### src/rtl/fifo_pkg.sv
// fifo_pkg: shared defaults, read-side FSM states and output buffer depth
package fifo_pkg;
    localparam int FIFO_WIDTH = 16;
    localparam int FIFO_DEPTH = 8;
    localparam int RD_BUF_DEPTH = 3;
    typedef enum logic [1:0] {IDLE, RUN, DRAIN} rd_state_t;
endpackage

### src/rtl/fifo_stream_reader_if.sv
// fifo_stream_reader_if: FIFO read port plus downstream valid/ready stream
interface fifo_stream_reader_if #(parameter int FIFO_WIDTH = 16);
    logic                  rd_en;
    logic [FIFO_WIDTH-1:0] data_out;
    logic                  empty;
    logic                  underflow;
    logic                  m_valid;
    logic [FIFO_WIDTH-1:0] m_data;
    logic                  m_ready;
    modport master (output rd_en, m_valid, m_data, input data_out, empty, underflow, m_ready);
    modport slave (input rd_en, m_valid, m_data, output data_out, empty, underflow, m_ready);
endinterface

### src/rtl/fifo_rd_skid.sv
// fifo_rd_skid: 3-entry in-order register buffer, head always in entry 0
module fifo_rd_skid
    import fifo_pkg::*;
#(
    parameter int WIDTH = 16
) (
    input  logic             clk,
    input  logic             rst,
    input  logic             push_i,
    input  logic [WIDTH-1:0] push_data_i,
    input  logic             pop_i,
    output logic [1:0]       occ_o,
    output logic [WIDTH-1:0] head_o
);
    logic [WIDTH-1:0] mem_q [RD_BUF_DEPTH];
    logic [1:0]       occ_q, occ_d, wr_idx;
    always_comb begin
        wr_idx = occ_q - {1'b0, pop_i};
        occ_d  = occ_q + {1'b0, push_i} - {1'b0, pop_i};
    end
    always_ff @(posedge clk) begin
        if (rst) begin
            mem_q <= '{default: '0};
            occ_q <= '0;
        end else begin
            assert (!(push_i && !pop_i && occ_q == 2'(RD_BUF_DEPTH)));
            if (pop_i) begin
                mem_q[0] <= mem_q[1];
                mem_q[1] <= mem_q[2];
                mem_q[2] <= '0;
            end
            // issued after the shift so a simultaneous push lands behind the survivors
            if (push_i) mem_q[wr_idx] <= push_data_i;
            occ_q <= occ_d;
        end
    end
    assign occ_o  = occ_q;
    assign head_o = mem_q[0];
endmodule

### src/rtl/fifo_stream_reader.sv
// fifo_stream_reader: credit-based FIFO read controller feeding a valid/ready stream
module fifo_stream_reader #(
    parameter int FIFO_WIDTH = fifo_pkg::FIFO_WIDTH,
    parameter int CNT_W      = 16
) (
    input  logic                 clk,
    input  logic                 rst,
    input  logic                 en_i,
    fifo_stream_reader_if.master bus,
    output logic                 busy_o,
    output logic                 underflow_err_o,
    output logic [CNT_W-1:0]     rd_count_o
);
    import fifo_pkg::*;
    rd_state_t        state_q, state_d;
    logic             inflight_q, underflow_err_q, pop;
    logic [1:0]       occ;
    logic [CNT_W-1:0] rd_count_q, rd_count_d;
    fifo_rd_skid #(.WIDTH(FIFO_WIDTH)) u_skid (
        .clk         (clk),
        .rst         (rst),
        .push_i      (inflight_q),
        .push_data_i (bus.data_out),
        .pop_i       (pop),
        .occ_o       (occ),
        .head_o      (bus.m_data)
    );
    always_comb begin
        state_d = state_q;
        case (state_q)
            IDLE:    state_d = en_i ? RUN : IDLE;
            RUN:     state_d = en_i ? RUN : DRAIN;
            DRAIN:   state_d = en_i ? RUN : (occ == 2'd0 && !inflight_q) ? IDLE : DRAIN;
            default: state_d = IDLE;
        endcase
        // credit uses only registered occupancy, keeping m_ready off the rd_en path
        bus.rd_en   = state_q == RUN && !bus.empty
                      && ({1'b0, occ} + {2'b0, inflight_q} < 3'(RD_BUF_DEPTH));
        bus.m_valid = occ != 2'd0;
        pop         = occ != 2'd0 && bus.m_ready;
        rd_count_d  = rd_count_q + CNT_W'(pop);
    end
    always_ff @(posedge clk) begin
        if (rst) begin
            state_q         <= IDLE;
            inflight_q      <= 1'b0;
            underflow_err_q <= 1'b0;
            rd_count_q      <= '0;
        end else begin
            state_q         <= state_d;
            inflight_q      <= bus.rd_en;
            underflow_err_q <= underflow_err_q | bus.underflow;
            rd_count_q      <= rd_count_d;
        end
    end
    assign busy_o          = state_q != IDLE;
    assign underflow_err_o = underflow_err_q;
    assign rd_count_o      = rd_count_q;
endmodule

### src/flat_wrapper.sv
// flat-port wrapper written by rule: the top's interface ports become plain ports
module fifo_stream_reader_flat import fifo_pkg::*;
#(
    parameter int FIFO_WIDTH = fifo_pkg::FIFO_WIDTH,
    parameter int CNT_W      = 16
)
  (clk, rst, en_i, busy_o, underflow_err_o, rd_count_o, bus_rd_en, bus_m_valid, bus_m_data, bus_data_out, bus_empty, bus_underflow, bus_m_ready);
  fifo_stream_reader_if #(.FIFO_WIDTH(FIFO_WIDTH)) bus_i ();
  input  logic clk;
  input  logic rst;
  input  logic en_i;
  output logic busy_o;
  output logic underflow_err_o;
  output logic [CNT_W-1:0] rd_count_o;
  output wire logic [$bits(bus_i.rd_en)-1:0] bus_rd_en;
  output wire logic [$bits(bus_i.m_valid)-1:0] bus_m_valid;
  output wire logic [$bits(bus_i.m_data)-1:0] bus_m_data;
  input wire logic [$bits(bus_i.data_out)-1:0] bus_data_out;
  input wire logic [$bits(bus_i.empty)-1:0] bus_empty;
  input wire logic [$bits(bus_i.underflow)-1:0] bus_underflow;
  input wire logic [$bits(bus_i.m_ready)-1:0] bus_m_ready;
  assign bus_rd_en = bus_i.rd_en;
  assign bus_m_valid = bus_i.m_valid;
  assign bus_m_data = bus_i.m_data;
  assign bus_i.data_out = bus_data_out;
  assign bus_i.empty = bus_empty;
  assign bus_i.underflow = bus_underflow;
  assign bus_i.m_ready = bus_m_ready;
  fifo_stream_reader #(.FIFO_WIDTH(FIFO_WIDTH), .CNT_W(CNT_W)) u_core (.clk(clk), .rst(rst), .en_i(en_i), .bus(bus_i), .busy_o(busy_o), .underflow_err_o(underflow_err_o), .rd_count_o(rd_count_o));
endmodule
### config.mk
export PLATFORM = sky130hd
export DESIGN_NAME = fifo_stream_reader_flat
export DESIGN_NICKNAME = d
export VERILOG_FILES = /design/src/rtl/fifo_pkg.sv /design/src/rtl/fifo_stream_reader_if.sv /design/src/rtl/fifo_rd_skid.sv /design/src/rtl/fifo_stream_reader.sv /design/src/flat_wrapper.sv
export SDC_FILE = /design/constraint.sdc
export NUM_CORES = 1
export LEC_CHECK = 0
export ABC_AREA = 1
export CAP_MARGIN = 20
export CORE_MARGIN = 2
export CORE_UTILIZATION = 52
export CTS_CLUSTER_SIZE = 40
export DETAILED_ROUTE_END_ITERATION = 7
export PLACE_DENSITY = 0.9
export SLEW_MARGIN = 10
export SYNTH_ARGS = -nofsm -noshare
export SYNTH_HDL_FRONTEND = slang
export SYNTH_SLANG_ARGS = --single-unit
### constraint.sdc
create_clock -name clk -period 2.08 [get_ports clk]
set_input_delay 0.416 -clock clk [delete_from_list [all_inputs] [get_ports clk]]
set_output_delay 0.416 -clock clk [all_outputs]
set_load 0.02 [all_outputs]
==> Yosys cells after proc, flatten, opt, wreduce, memory -nomap -nowiden <==
Cells that the tools add are included.
{ "totals": {"ff_bits": 70, "inputBits": 22, "out_inout_bits": 36, "elab_cells": 42} }
{ "op_classes": {"n_lt_le_gt_ge": 3, "muxes": 11, "reduce_logical": 11, "bitwise_logic": 2, "eq_ne": 2, "addsub": 5} }
{ "ops": {"columns": ["cell", "n"], "rows": [
  ["48-bit 2-to-1 mux", 3],
  ["48-bit bitwise mux", 1],
  ["16-bit demux with 2-bit select", 1],
  ["16-bit by 1-bit adder with 16-bit output", 1],
  ["16-bit 2-to-1 mux", 1],
  ["2-bit 2-to-1 mux", 3],
  ["2-bit one-hot mux with 3 select lines", 1],
  ["1-bit logical AND", 5],
  ["2-bit logical NOT", 2],
  ["2-bit nonzero test", 2],
  ["2-bit by 1-bit subtractor with 2-bit output", 2],
  ["2-bit by 1-bit adder with 3-bit output", 1],
  ["3-bit greater-or-equal comparator, second input constant", 1],
  ["3-bit by 1-bit less-than comparator with 1-bit output, second input constant", 1],
  ["3-bit by 2-bit less-than comparator with 1-bit output, second input constant", 1],
  ["2-bit inverter with 3-bit output", 1],
  ["2-bit by 1-bit adder with 2-bit output", 1],
  ["2-bit by 1-bit == test with 1-bit output, second input constant", 1],
  ["2-bit == test, second input constant", 1],
  ["1-bit logical NOT", 2],
  ["1-bit 2-to-1 mux", 1],
  ["1-bit bitwise OR", 1]
]} }

==> Depth between registers and ports, before layout <==
{ "depth": {"depth_word": 10, "ltp_mapped": 13, "mapped_depth_nobuf": 12} }

==> Cells and area by module <==
A second synthesis with hierarchy kept.
{ "hier_totals": {"hier_cells": 578, "area_unflattened_um2": 3654.8} }
{ "modules_own_cells": {"columns": ["mod", "area_each_um2", "seq_area_each_um2", "cells_per_inst", "n_inst"], "rows": [
  ["fifo_rd_skid", 2646.3, 1001.0, 432, 1],
  ["fifo_stream_reader", 1008.5, 400.4, 146, 1]
]} }

==> Worst setup path after synthesis <==
No wires, ideal clock.
{ "synth_path": {"path_type": "register to register", "from": "reg u_core.u_skid.occ_q[0], in the netlist u_core.u_skid.occ_o[0]", "to": "reg u_core.rd_count_q[14], in the netlist u_core.rd_count_o[14]", "required_ps": 1948, "period_less_slack_ps": 1813, "path_slack_ps": 267, "path_buffers": 0, "path_stages_with_launch": 11, "setup_time_ps": 132, "t_arrival_ps": 1680, "path_cell_list": "dfxtp_1 -> inv_2 -> nand2_1 -> nand3_1 -> inv_1 -> ha_1 -> nand2_1 -> nor2_2 -> nand3_1 -> o21ai_0 -> a21oi_1"} }
{ "synth_between": {"elab_chain_cells": 3} }
{ "synth_rtl": {"columns": ["item", "line_no", "source"], "rows": [
  ["start, declared", "fifo_rd_skid.sv:16", "logic [1:0] occ_q, occ_d, wr_idx;"],
  ["start signal, assigned", "fifo_rd_skid.sv:24", "occ_q <= '0;"],
  ["start signal, assigned", "fifo_rd_skid.sv:34", "occ_q <= occ_d;"],
  ["2-bit nonzero test", null, null],
  ["net bus_m_valid", "flat_wrapper.sv:16", "output wire logic [$bits(bus_i.m_valid)-1:0] bus_m_valid;"],
  ["1-bit logical AND", "fifo_stream_reader.sv:40", "pop = occ != 2'd0 && bus.m_ready;"],
  ["16-bit by 1-bit adder with 16-bit output", "fifo_stream_reader.sv:41", "rd_count_d = rd_count_q + CNT_W'(pop);"],
  ["end signal, assigned", "fifo_stream_reader.sv:53", "rd_count_q <= rd_count_d;"],
  ["end, declared", "fifo_stream_reader.sv:18", "logic [CNT_W-1:0] rd_count_q, rd_count_d;"]
]} }
The timed path passes the listed nets, and every way through them passes these cells.
A chain may end at the register's enable or synchronous reset.

==> Final worst setup path <==
{ "layout_path": {"from": "reg u_core.u_skid.occ_q[0], in the netlist u_core.u_skid.occ_o[0]", "to": "out bus_rd_en"} }
{ "layout_between": {"elab_chain_cells": 3} }
{ "layout_rtl": {"columns": ["item", "line_no", "source"], "rows": [
  ["2-bit by 1-bit adder with 3-bit output", "fifo_stream_reader.sv:38", "&& ({1'b0, occ} + {2'b0, inflight_q} < 3'(RD_BUF_DEPTH));"],
  ["3-bit by 2-bit less-than comparator with 1-bit output", "fifo_stream_reader.sv:38", null],
  ["1-bit logical AND", "fifo_stream_reader.sv:38", null],
  ["end, declared", "flat_wrapper.sv:15", "output wire logic [$bits(bus_i.rd_en)-1:0] bus_rd_en;"]
]} }
No other way between the ends.

==> reports/results.txt <==
maximum clock path buffer count - 2
nets - 531
Syn Area/Cell - 7.078 µm²
final hold violations - 0
final period utilization - 93.41%
clock sink count - 70
Port Buf Inserts - 57
max-slew violations - 0
final sum of negative setup slack - 0 ps
Max Fanout on Critical Path - 2
Power, Total - 3.352 mW
worst vdd ir - 0.0004771 V
crit-path cells - ha_1 > ha_1 > nand2_1 > and3_1 > clkbuf_2
CTS Buf Count - 9
core area - 5991 µm²
Setup crit end kind - output pin
Rel. slew slack - 67.90%
crit path kind - reg -> out
synth warn - 0
Ant. Diodes - 0
drt first pass iters - 4
CTS root buf - clkbuf_8
Critical Path Max Stage Delay - 320 ps
first-pass GRT wire length - 13190 µm
Final Critical Period - 1943 ps
GRT Total Usage - 22.68%
Avg Vias per Cell - 5.410
placement row count - 28
Routed WL per cell - 12.99 µm
worst clock skew - 8.158 ps
Hold WS - 468.5 ps
CTS clk-pin slew, worst paths - 70 ps
Final WS setup - 137.1 ps
layout cells sized above 1 - 7.874%
slowest CP cell - dfxtp_1
global placement routability congestion - 0.8541
Cells after Synth - 463
Synth cell types - 29
ANT nets after route - 0
RSZ-0062 raised after global routing - no
sequential share of the synthesized area - 42.76%
# hold bufs at CTS - 0
vias - 3154
DRT iter0 DRCs - 207
Yosys reg bits - 70
area grow syn2layout - 22.57%
cell total after placement - 568
min-delay worst type - reg -> reg
Mapped Nets - 490
pwr dens - 834.5 nW/µm²
Pleak - 1.581 nW
Finished Layout Cells - 583
Final Core Density - 67.04%
Max Freq - 514.7 MHz
Critical Path AT - 1530 ps
routed wire length - 7574 µm
Most common cell on crit path - ha_1
Clk Latency, worst-skew pair - 350 ps
# IOs - 58
Initial Util - 54.70%
MaxCap Viol Count - 0
grt total ovfl - 0
# setup viols final - 0
crit start category - flop
cell area after synthesis - 3277 µm²
largest net degree at the start of global routing - 49
status - finished clean
die height - 83.39 µm
finished layout cell area - 4016 µm²
CP required - 1660 ps
vias in the first global route - 3014
TritonCTS clock tree - yes
worst slew pin tran - 480.4 ps
Post-DP HPWL - 4852 µm
DR DRC count - 0
placed cell areas - 3821 µm²
Place WS - -25.08 ps
die footprint - 6953 µm²
die width - 83.39 µm
H-Tree Depth - 3
initial antenna violation count - 0
## timing repair
item	CTS	global route
setup endpoints to repair	1	2
gates resized for setup	2	2
setup buffers	0	0
cloned	0	0
## final cells by class
| class | instances | area, µm² |
|---|---|---|
| clock buffers | 10 | 137.6 |
| clock inverters | 5 | 60.06 |
| fillers | 453 | 1974 |
| inverters | 27 | 101.3 |
| multi-input cells | 326 | 1519 |
| flip-flops and latches | 70 | 1401 |
| well taps | 75 | 93.84 |
| repair buffers | 70 | 703.2 |
## placed cells by master, fill, tap and decap left out
| cell type | n |
|---|---|
| o21ai_1 | 2 |
| nand2_2 | 1 |
| nor3_1 | 3 |
| a21oi_1 | 23 |
| a21oi_4 | 1 |
| nand3_4 | 1 |
| ha_1 | 5 |
| xor2_1 | 3 |
| nand3_2 | 1 |
| o21ai_0 | 17 |
| xnor2_1 | 2 |
| clkbuf_2 | 1 |
| or2_0 | 1 |
| nor2_2 | 2 |
| clkbuf_8 | 10 |
| nand4_1 | 1 |
| and3_1 | 1 |
| nor2_4 | 1 |
| o21a_1 | 1 |
| buf_12 | 3 |
| nand3_1 | 42 |
| inv_1 | 24 |
| bufinv_16 | 1 |
| a31oi_1 | 17 |
| inv_2 | 3 |
| nor2_8 | 1 |
| nor2_1 | 64 |
| buf_4 | 10 |
| clkinvlp_4 | 4 |
| dlymetal6s2s_1 | 1 |
| clkdlybuf4s50_1 | 55 |
| dfxtp_1 | 70 |
| nand2_1 | 136 |
## synth_stat cells
| cell | n | share of area [%] |
|---|---|---|
| a21oi_1 | 23 | 3.5 |
| a21oi_4 | 1 | 0.50 |
| a31oi_1 | 17 | 3.2 |
| and3_1 | 1 | 0.19 |
| buf_2 | 12 | 1.8 |
| buf_4 | 16 | 3.7 |
| buf_6 | 4 | 1.4 |
| clkbuf_1 | 8 | 0.92 |
| dfxtp_1 | 70 | 43 |
| ha_1 | 5 | 1.9 |
| inv_1 | 24 | 2.7 |
| inv_2 | 3 | 0.34 |
| nand2_1 | 136 | 16 |
| nand2_2 | 1 | 0.19 |
| nand3_1 | 42 | 6.4 |
| nand3_2 | 1 | 0.31 |
| nand3_4 | 1 | 0.53 |
| nand4_1 | 1 | 0.19 |
| nor2_1 | 64 | 7.3 |
| nor2_2 | 2 | 0.38 |
| nor2_4 | 1 | 0.34 |
| nor2_8 | 1 | 0.61 |
| nor3_1 | 3 | 0.46 |
| o21a_1 | 1 | 0.23 |
| o21ai_0 | 17 | 2.6 |
| o21ai_1 | 2 | 0.31 |
| or2_0 | 1 | 0.19 |
| xnor2_1 | 2 | 0.53 |
| xor2_1 | 3 | 0.80 |
## where the power goes
group	internal [mW]	total (mW)	switching, mW
sequential	1.41	1.44	0.0395
combinational	0.293	0.803	0.510
clock	0.579	1.10	0.525
## logic make-up after synthesis
group	after synthesis	synth area share, %
flip-flops	70	42.76
buffers and inverters	67	10.88
AO/OA/AOI/OAI	61	10.39
AND/OR/NAND/NOR	255	32.72
XOR/XNOR	5	1.337
adder cells (fa/ha/maj)	5	1.909
## per-layer routing
layer / share of wire, % / track usage, %
met5: 0 / 0
met4: 2.2 / 9.389
met3: 8.0 / 8.052
met2: 48 / 37.17
met1: 42 / 26.92
## worst max-delay path: cells and delay by family (launching register included)
family,cells,cell delay (ps)
adder cells (fa/ha/maj),2,450
flip-flops,1,320
AND/OR/NAND/NOR,2,230
buffers and inverters,1,170
## registers in the layout (all words and copies together) (netlist names)
register and cells:
u_core.u_skid.occ_o 2, u_core.u_skid.mem_q 32, u_core.underflow_err_o 1, u_core.u_skid.head_o 16
u_core.rd_count_o 16, u_core.state_q 2, u_core.inflight_q 1
## worst paths after layout
| path | slack [ps] | startpoint | cells after the start | to |
|---|---|---|---|---|
| setup reg to reg | 220 | u_core.u_skid.occ_o[1] | 11 | u_core.rd_count_o[14] |
| hold / removal | 470 | u_core.underflow_err_o | 2 | u_core.underflow_err_o |
| setup / recovery | 140 | u_core.u_skid.occ_o[0] | 5 | bus_rd_en |
| hold reg to reg | 470 | u_core.underflow_err_o | 2 | u_core.underflow_err_o |
Note: power is estimated with default switching activity, not from simulation.
